`src/rtl/clock_pkg.sv`:
```
`default_nettype none
// ============================================================================
// clock_pkg : shared limits, mode encoding and 7-segment table
// Rev 1.0
// ============================================================================
package clock_pkg;

    localparam int MAX_SEC  = 59;
    localparam int MAX_MIN  = 59;
    localparam int MAX_HOUR = 23;

    typedef enum logic [1:0] {
        CLOCK     = 2'd0,
        ALARM     = 2'd1,
        STOPWATCH = 2'd2,
        TIMER     = 2'd3
    } mode_e;

    // Segment codes {dp,g,f,e,d,c,b,a}, entry 0 at the right
    localparam logic [9:0][7:0] SEG_TABLE = {
        8'h6F, 8'h7F, 8'h07, 8'h7D, 8'h6D, 8'h66, 8'h4F, 8'h5B, 8'h06, 8'h3F
    };

    function automatic logic [7:0] seg7(input logic [3:0] d);
        return (d < 4'd10) ? SEG_TABLE[d] : 8'h00;
    endfunction

    function automatic logic [3:0] bcd_tens(input logic [6:0] v);
        return 4'(v / 7'd10);
    endfunction

    function automatic logic [3:0] bcd_ones(input logic [6:0] v);
        return 4'(v % 7'd10);
    endfunction

endpackage
`default_nettype wire

```
`src/rtl/digital_clock_seg_scan.sv`:
```
`default_nettype none
// ============================================================================
// seg_scan : one-digit-per-cycle scan of an 8-digit 7-segment display
// Rev 1.0
// ============================================================================
module seg_scan (
    input  logic        clk,
    input  logic        rst,
    input  logic [23:0] digits,
    output logic [7:0]  seg_data,
    output logic [7:0]  seg_sel
);
    import clock_pkg::*;

    logic [2:0] r_digit;
    logic [3:0] w_bcd;

    always_ff @(posedge clk) begin
        if (rst) r_digit <= 3'd0;
        else     r_digit <= r_digit + 3'd1;
    end

    // Digits 6 and 7 have no source and stay dark
    always_comb begin
        w_bcd = 4'd0;
        case (r_digit)
            3'd0:    w_bcd = digits[3:0];
            3'd1:    w_bcd = digits[7:4];
            3'd2:    w_bcd = digits[11:8];
            3'd3:    w_bcd = digits[15:12];
            3'd4:    w_bcd = digits[19:16];
            3'd5:    w_bcd = digits[23:20];
            default: w_bcd = 4'd0;
        endcase
        seg_sel  = ~(8'd1 << r_digit);
        seg_data = (r_digit < 3'd6) ? seg7(w_bcd) : 8'h00;
    end

endmodule
`default_nettype wire

```
`src/rtl/digital_clock.sv`:
```
`default_nettype none
// ============================================================================
// digital_clock : time of day, alarm, stopwatch, countdown timer, 7-seg scan
// Rev 1.0
// ============================================================================
module digital_clock #(
    parameter int TICKS_PER_SEC = 1000,
    parameter int CS_DIV        = 10
) (
    input  logic       clk_1k,
    input  logic       clr_sw_n,
    input  logic       alarm_sw,
    input  logic       stopwatch_sw,
    input  logic       timer_sw,
    input  logic [8:0] btn,
    output logic [7:0] seg_data,
    output logic [7:0] seg_sel,
    output logic       lcd_rs,
    output logic       lcd_rw,
    output logic       lcd_e,
    output logic [7:0] lcd_data,
    output logic       piezo,
    output logic [7:0] led_1,
    output logic [3:0] led_r,
    output logic [3:0] led_g,
    output logic [3:0] led_b
);
    import clock_pkg::*;

    localparam int c_TICK_W = (TICKS_PER_SEC > 1) ? $clog2(TICKS_PER_SEC) : 1;
    localparam int c_CS_W   = (CS_DIV > 1) ? $clog2(CS_DIV) : 1;

    logic [8:0] r_btn, r_btn_prev, w_press;
    logic       w_unused_press;
    mode_e      w_mode;
    logic       w_clk_mode, w_sw_mode, w_tm_mode;

    logic [c_TICK_W-1:0] r_tick;
    logic                w_tick;
    logic [5:0]          r_sec, r_min;
    logic [4:0]          r_hour;
    logic [6:0]          w_sec_sum, w_min_sum;
    logic [5:0]          w_hour_sum;
    logic                w_sec_cy, w_min_cy;

    logic [4:0] r_al_hour;
    logic [5:0] r_al_min, r_ring_secs;
    logic       r_armed, r_ring, r_match_prev, w_match;

    logic [c_CS_W-1:0] r_sw_div;
    logic [6:0]        r_sw_cs;
    logic [5:0]        r_sw_sec, r_sw_min;
    logic              r_sw_run;

    logic [5:0] r_tm_min, r_tm_sec;
    logic       r_tm_run, r_tm_done, w_tm_zero;

    logic        r_piezo;
    logic [6:0]  w_v2, w_v1, w_v0;
    logic [23:0] w_digits;

    assign w_press        = r_btn & ~r_btn_prev;
    assign w_unused_press = ^w_press[7:6];
    assign w_mode = alarm_sw ? ALARM : stopwatch_sw ? STOPWATCH : timer_sw ? TIMER : CLOCK;
    assign w_clk_mode = (w_mode == CLOCK);
    assign w_sw_mode  = (w_mode == STOPWATCH);
    assign w_tm_mode  = (w_mode == TIMER);
    assign w_tick     = (r_tick == c_TICK_W'(TICKS_PER_SEC - 1));

    always_ff @(posedge clk_1k) begin
        if (clr_sw_n) begin
            r_btn      <= '0;
            r_btn_prev <= '0;
        end else begin
            r_btn      <= btn;
            r_btn_prev <= r_btn;
        end
    end

    // A tick and a seconds press may coincide, so carries are computed as sums
    always_comb begin
        w_sec_sum  = {1'b0, r_sec} + {6'd0, w_tick} + {6'd0, w_clk_mode & w_press[2]};
        w_sec_cy   = (w_sec_sum > 7'(MAX_SEC));
        w_min_sum  = {1'b0, r_min} + {6'd0, w_sec_cy} + {6'd0, w_clk_mode & w_press[1]};
        w_min_cy   = (w_min_sum > 7'(MAX_MIN));
        w_hour_sum = {1'b0, r_hour} + {5'd0, w_min_cy} + {5'd0, w_clk_mode & w_press[0]};
    end

    always_ff @(posedge clk_1k) begin
        if (clr_sw_n) begin
            r_tick <= '0;
            r_sec  <= '0;
            r_min  <= '0;
            r_hour <= '0;
        end else begin
            r_tick <= w_tick ? '0 : r_tick + c_TICK_W'(1);
            r_sec  <= w_sec_cy ? 6'(w_sec_sum - 7'(MAX_SEC + 1)) : w_sec_sum[5:0];
            r_min  <= w_min_cy ? 6'(w_min_sum - 7'(MAX_MIN + 1)) : w_min_sum[5:0];
            r_hour <= (w_hour_sum > 6'(MAX_HOUR)) ? 5'(w_hour_sum - 6'(MAX_HOUR + 1))
                                                 : w_hour_sum[4:0];
        end
    end

    assign w_match = r_armed && (r_hour == r_al_hour) && (r_min == r_al_min) && (r_sec == 6'd0);

    // Ringing starts only on the rising edge of a match so btn[8] silences it for good
    always_ff @(posedge clk_1k) begin
        if (clr_sw_n) begin
            r_al_hour    <= '0;
            r_al_min     <= '0;
            r_armed      <= 1'b0;
            r_ring       <= 1'b0;
            r_ring_secs  <= '0;
            r_match_prev <= 1'b0;
        end else begin
            r_match_prev <= w_match;
            if (w_mode == ALARM) begin
                if (w_press[0]) r_al_hour <= (r_al_hour == 5'(MAX_HOUR)) ? '0 : r_al_hour + 5'd1;
                if (w_press[1]) r_al_min  <= (r_al_min == 6'(MAX_MIN)) ? '0 : r_al_min + 6'd1;
                if (w_press[5]) r_armed   <= ~r_armed;
            end
            if (r_ring) begin
                if (w_press[8] || (w_tick && r_ring_secs == 6'd59)) begin
                    r_ring      <= 1'b0;
                    r_ring_secs <= '0;
                end else if (w_tick) begin
                    r_ring_secs <= r_ring_secs + 6'd1;
                end
            end else if (w_match && !r_match_prev) begin
                r_ring      <= 1'b1;
                r_ring_secs <= '0;
            end
        end
    end

    always_ff @(posedge clk_1k) begin
        if (clr_sw_n) begin
            r_sw_run <= 1'b0;
            r_sw_div <= '0;
            r_sw_cs  <= '0;
            r_sw_sec <= '0;
            r_sw_min <= '0;
        end else begin
            if (w_sw_mode && w_press[3]) r_sw_run <= ~r_sw_run;
            if (w_sw_mode && w_press[4] && !r_sw_run) begin
                r_sw_div <= '0;
                r_sw_cs  <= '0;
                r_sw_sec <= '0;
                r_sw_min <= '0;
            end else if (r_sw_run) begin
                if (r_sw_div == c_CS_W'(CS_DIV - 1)) begin
                    r_sw_div <= '0;
                    if (r_sw_cs == 7'd99) begin
                        r_sw_cs <= '0;
                        if (r_sw_sec == 6'(MAX_SEC)) begin
                            r_sw_sec <= '0;
                            r_sw_min <= (r_sw_min == 6'(MAX_MIN)) ? '0 : r_sw_min + 6'd1;
                        end else begin
                            r_sw_sec <= r_sw_sec + 6'd1;
                        end
                    end else begin
                        r_sw_cs <= r_sw_cs + 7'd1;
                    end
                end else begin
                    r_sw_div <= r_sw_div + c_CS_W'(1);
                end
            end
        end
    end

    assign w_tm_zero = (r_tm_min == 6'd0) && (r_tm_sec == 6'd0);

    always_ff @(posedge clk_1k) begin
        if (clr_sw_n) begin
            r_tm_min  <= '0;
            r_tm_sec  <= '0;
            r_tm_run  <= 1'b0;
            r_tm_done <= 1'b0;
        end else begin
            if (w_press[8]) r_tm_done <= 1'b0;
            if (w_tm_mode && !r_tm_run) begin
                if (w_press[1]) r_tm_min <= (r_tm_min == 6'(MAX_MIN)) ? '0 : r_tm_min + 6'd1;
                if (w_press[2]) r_tm_sec <= (r_tm_sec == 6'(MAX_SEC)) ? '0 : r_tm_sec + 6'd1;
            end
            if (w_tm_mode && w_press[3]) begin
                if (r_tm_run) begin
                    r_tm_run <= 1'b0;
                end else if (!w_tm_zero) begin
                    r_tm_run  <= 1'b1;
                    r_tm_done <= 1'b0;
                end
            end else if (r_tm_run && w_tick) begin
                if (r_tm_sec != 6'd0) begin
                    r_tm_sec <= r_tm_sec - 6'd1;
                end else begin
                    r_tm_sec <= 6'(MAX_SEC);
                    r_tm_min <= r_tm_min - 6'd1;
                end
                if (r_tm_min == 6'd0 && r_tm_sec == 6'd1) begin
                    r_tm_run  <= 1'b0;
                    r_tm_done <= 1'b1;
                end
            end
        end
    end

    always_ff @(posedge clk_1k) begin
        if (clr_sw_n) r_piezo <= 1'b0;
        else          r_piezo <= (r_ring || r_tm_done) ? ~r_piezo : 1'b0;
    end

    always_comb begin
        w_v2 = {2'b00, r_hour};
        w_v1 = {1'b0, r_min};
        w_v0 = {1'b0, r_sec};
        case (w_mode)
            ALARM: begin
                w_v2 = {2'b00, r_al_hour};
                w_v1 = {1'b0, r_al_min};
                w_v0 = 7'd0;
            end
            STOPWATCH: begin
                w_v2 = {1'b0, r_sw_min};
                w_v1 = {1'b0, r_sw_sec};
                w_v0 = r_sw_cs;
            end
            TIMER: begin
                w_v2 = 7'd0;
                w_v1 = {1'b0, r_tm_min};
                w_v0 = {1'b0, r_tm_sec};
            end
            default: ;
        endcase
        w_digits = {bcd_ones(w_v0), bcd_tens(w_v0), bcd_ones(w_v1), bcd_tens(w_v1),
                    bcd_ones(w_v2), bcd_tens(w_v2)};
    end

    seg_scan u_seg_scan (
        .clk      (clk_1k),
        .rst      (clr_sw_n),
        .digits   (w_digits),
        .seg_data (seg_data),
        .seg_sel  (seg_sel)
    );

    assign lcd_rs   = 1'b0;
    assign lcd_rw   = 1'b0;
    assign lcd_e    = 1'b0;
    assign lcd_data = 8'h00;
    assign piezo    = r_piezo;
    assign led_1    = {2'b00, r_sec};
    assign led_r    = r_ring ? 4'hF : {3'b000, r_armed};
    assign led_g    = r_sw_run ? 4'hF : 4'h0;
    assign led_b    = r_tm_run ? 4'hF : (r_tm_done ? 4'h5 : 4'h0);

endmodule
`default_nettype wire

```
`config.mk`:
```
export PLATFORM = sky130hd
export DESIGN_NAME = digital_clock
export DESIGN_NICKNAME = d
export VERILOG_FILES = /design/src/rtl/clock_pkg.sv /design/src/rtl/digital_clock_seg_scan.sv /design/src/rtl/digital_clock.sv
export SDC_FILE = /design/constraint.sdc
export NUM_CORES = 1
export LEC_CHECK = 0
export CAP_MARGIN = 20
export CORE_UTILIZATION = 55
export CTS_CLUSTER_SIZE = 20
export DETAILED_ROUTE_END_ITERATION = 12
export PLACE_DENSITY = 0.79
export SLEW_MARGIN = 20
export SYNTH_ARGS = -nofsm -noshare
export SYNTH_HDL_FRONTEND = slang
export SYNTH_SLANG_ARGS = --single-unit
export TNS_END_PERCENT = 50
```
`constraint.sdc`:
```
create_clock -name clk_1k -period 24.3 [get_ports clk_1k]
set_clock_uncertainty 0.15 [all_clocks]
set_input_delay 7.29 -clock clk_1k [delete_from_list [all_inputs] [get_ports clk_1k]]
set_output_delay 7.29 -clock clk_1k [all_outputs]
set_load 0.02 [all_outputs]
```
==> results.json <==
{
  "overflow": 0,
  "nets": 977,
  "setup_tns_ps": 0,
  "drive_gt1_frac": 0.05065,
  "power_frac_clock": 0.399,
  "first_pass_iters": 5,
  "wl_met3_um": 811,
  "core_area_sq_mm": 0.01267,
  "dr_total_vias": 6391,
  "final-hold-violation-count": 0,
  "slew_headroom": 0.3500,
  "wl_met1_mm": 7.770,
  "htreeDepth": 3,
  "maxCapViolCount": 0,
  "initial_utilization": 0.5685,
  "cp.arrival_ps": 14770,
  "drc": 0,
  "grt_pass1_vias": 5545,
  "synth_top_area_cell": "dfxtp_1",
  "num_antenna_cells": 0,
  "num_rows": 41,
  "path_clk_slew_ps": 70,
  "gp_congestion": 0.9111,
  "min_period_ps": 22210,
  "cp-start-kind": "primary input",
  "status": "completed",
  "critPathMaxStageDelay_ps": 820,
  "die_y_um": 116.4,
  "synth.avg_cell_area_sq_um": 7.864,
  "synth-seq-area-share": 0.2863,
  "switching_share": 0.2779,
  "ys.flop_type": "dfxtp_1",
  "worst_pin_slew_ps": 966.1,
  "syn-instance-count": 916,
  "cts_buffer_depth": 2,
  "clock_latency_ps": 350,
  "route.met2.wl_mm": 7.253,
  "synth_seq_cells": 103,
  "post-place-ws_ps": 1994,
  "p_leak_nw": 2.894,
  "setup_ws_ps": 2092,
  "dieArea_sq_mm": 0.01356,
  "ctsResizeCount": 0,
  "worstSetupPathType": "primary input to primary output",
  "synth.top_cell.area_share": 0.2863,
  "wl_mm": 16.16,
  "path_max_fanout": 21,
  "synthArstFlopShare": 0,
  "drt-initial-drc-count": 486,
  "power_density_mw_per_mm2": 54.19,
  "synth_area_leaders": "dfxtp_1 29%, ha_1 6.4%, nor2_1 5.7%",
  "timing.fmax_ghz": 0.04503,
  "antenna_found_initial": 0,
  "die_w_um": 116.4,
  "ctsHoldBuffers": 0,
  "pwr-share-seq": 0.409,
  "maxUsedRoutingLayer": "met4",
  "final_common_cell": "nor2_1",
  "setup_violations": 0,
  "worstPathRequired_ps": 16860,
  "hp-class": "flop to flop",
  "cts-root-buf": "clkbuf_16",
  "tritoncts": "built",
  "synth-edff-count": 0,
  "irDropWorstVdd_uv": 45.05,
  "area_growth_syn_to_layout_pct": 9.918,
  "crit_top_cell": "ha_1",
  "portBuffers": 45,
  "p_switching_mw": 0.1192,
  "cts_sinks": 103,
  "synth_area_sq_mm": 0.007203,
  "track_usage": 0.2461,
  "finalCritPeriodShare": 0.9139,
  "ioPinCount": 62,
  "antenna_left": 0,
  "crit_slowest_cell": "clkdlybuf4s50_1",
  "cts_setup_buffers": 0,
  "finalMaxSlewViolations": 0,
  "dp_hpwl_mm": 11.61,
  "ys_warn_count": 0,
  "p_comb_frac": 0.192,
  "grt_pass1_wl_mm": 26.34,
  "rsz0062_at_grt": "no",
  "wl_per_cell_um": 14.69,
  "cts_inserted_buffers": 9,
  "cp-end-kind": "primary output",
  "synth.distinct_cells": 85,
  "p_int_mw": 0.3098,
  "fillCellCount": 1115,
  "routed_via_density": 5.810,
  "grt_max_degree": 66,
  "layout_common_cells": "109 x nor2_1, 103 x dfxtp_1, 78 x nand2_1"
}
power by group through the flow:
stage | logic (mW) | clock network (mW) | registers [mW]
2_1_floorplan | 0.0615 | 0 | 0.178
3_3_place_gp | 0.0808 | 0 | 0.179
3_5_place_dp | 0.0818 | 0 | 0.179
4_1_cts | 0.0822 | 0.174 | 0.175
5_1_grt | 0.0906 | 0.180 | 0.176
6_report | 0.0824 | 0.171 | 0.175
logic make-up after synthesis:
family,count (synthesis),share of synthesized area
multiplexers,15,0.02206
buffers and inverters,103,0.07139
other,1,0.0005206
XOR/XNOR,68,0.08268
flip-flops,103,0.2863
adder cells (fa/ha/maj),40,0.07261
AO/OA/AOI/OAI,191,0.1847
AND/OR/NAND/NOR,395,0.2798
synth_stat cells, types with 12 or more instances:
cell / count
a211oi_1: 16
a21oi_1: 43
buf_4: 26
clkbuf_1: 31
dfxtp_1: 103
ha_1: 37
inv_1: 34
nand2_1: 78
nand2b_1: 20
nand3_1: 32
nand4_1: 21
nor2_1: 109
nor2b_1: 35
nor3_1: 23
nor3b_1: 12
o21ai_0: 29
xnor2_1: 42
xor2_1: 26
stage by stage:
step	utilization	instance area [sq um]	hold WS, ps	power, mW	cells
floorplan	-	7252	276.1	0.2397	929
finish	0.6249	7918	275.9	0.4290	1100
global route	0.6249	7918	300.1	0.4462	1100
detailed placement	0.5972	7567	267.7	0.2611	1084
CTS	0.6253	7923	278.6	0.4312	1100
global placement	0.5972	7567	260.4	0.2600	1084
worst max-delay path, delay by kind of cell:
kind	cells	cell delay [ps]
xor gates and xnor gates	1	150
and+or+nand+nor	9	2060
buffers and inverters	5	1690
adders and majority gates	4	840
AOI/OAI and AO/OA	11	2700
sequential cells by signal (all words and copies together) (netlist names), 3 cells and up:
signal,flops
u_seg_scan.r_digit,3
r_tm_sec,6
r_sw_div,4
r_sw_cs,7
r_min,6
r_tm_min,6
r_btn_prev,7
r_tick,10
r_btn,7
r_sw_min,6
r_al_min,6
r_sec,6
r_al_hour,5
r_sw_sec,6
r_ring_secs,6
r_hour,5
cell type report:
class | instances | area (sq um) | share of cell area
Sequential cell | 103 | 2062 | 0.2604
Inverter | 37 | 138.9 | 0.01754
Clock inverter | 6 | 116.4 | 0.01470
Timing Repair Buffer | 49 | 470.5 | 0.05942
Tap cell | 172 | 215.2 | 0.02718
Clock buffer | 10 | 239.0 | 0.03018
Multi-Input combinational cell | 723 | 4676 | 0.5905
metal layers:
layer | track usage | vias to the layer above
li1 | - | 3223
met2 | 0.3988 | 193
met3 | 0.03425 | 26
met5 | 0 | -
met4 | 0.08974 | 0
met1 | 0.3331 | 2949
final timing paths:
check,startpoint,endpoint,slack [ps],cells after the start
worst max-delay path,timer_sw,seg_data[6],2090,30
worst min register to register,piezo,piezo,280,1
worst min-delay path,piezo,piezo,280,1
worst max register to register,r_tick[0],r_hour[4],18560,25
No activity file was read; power rests on OpenSTA's default activity.
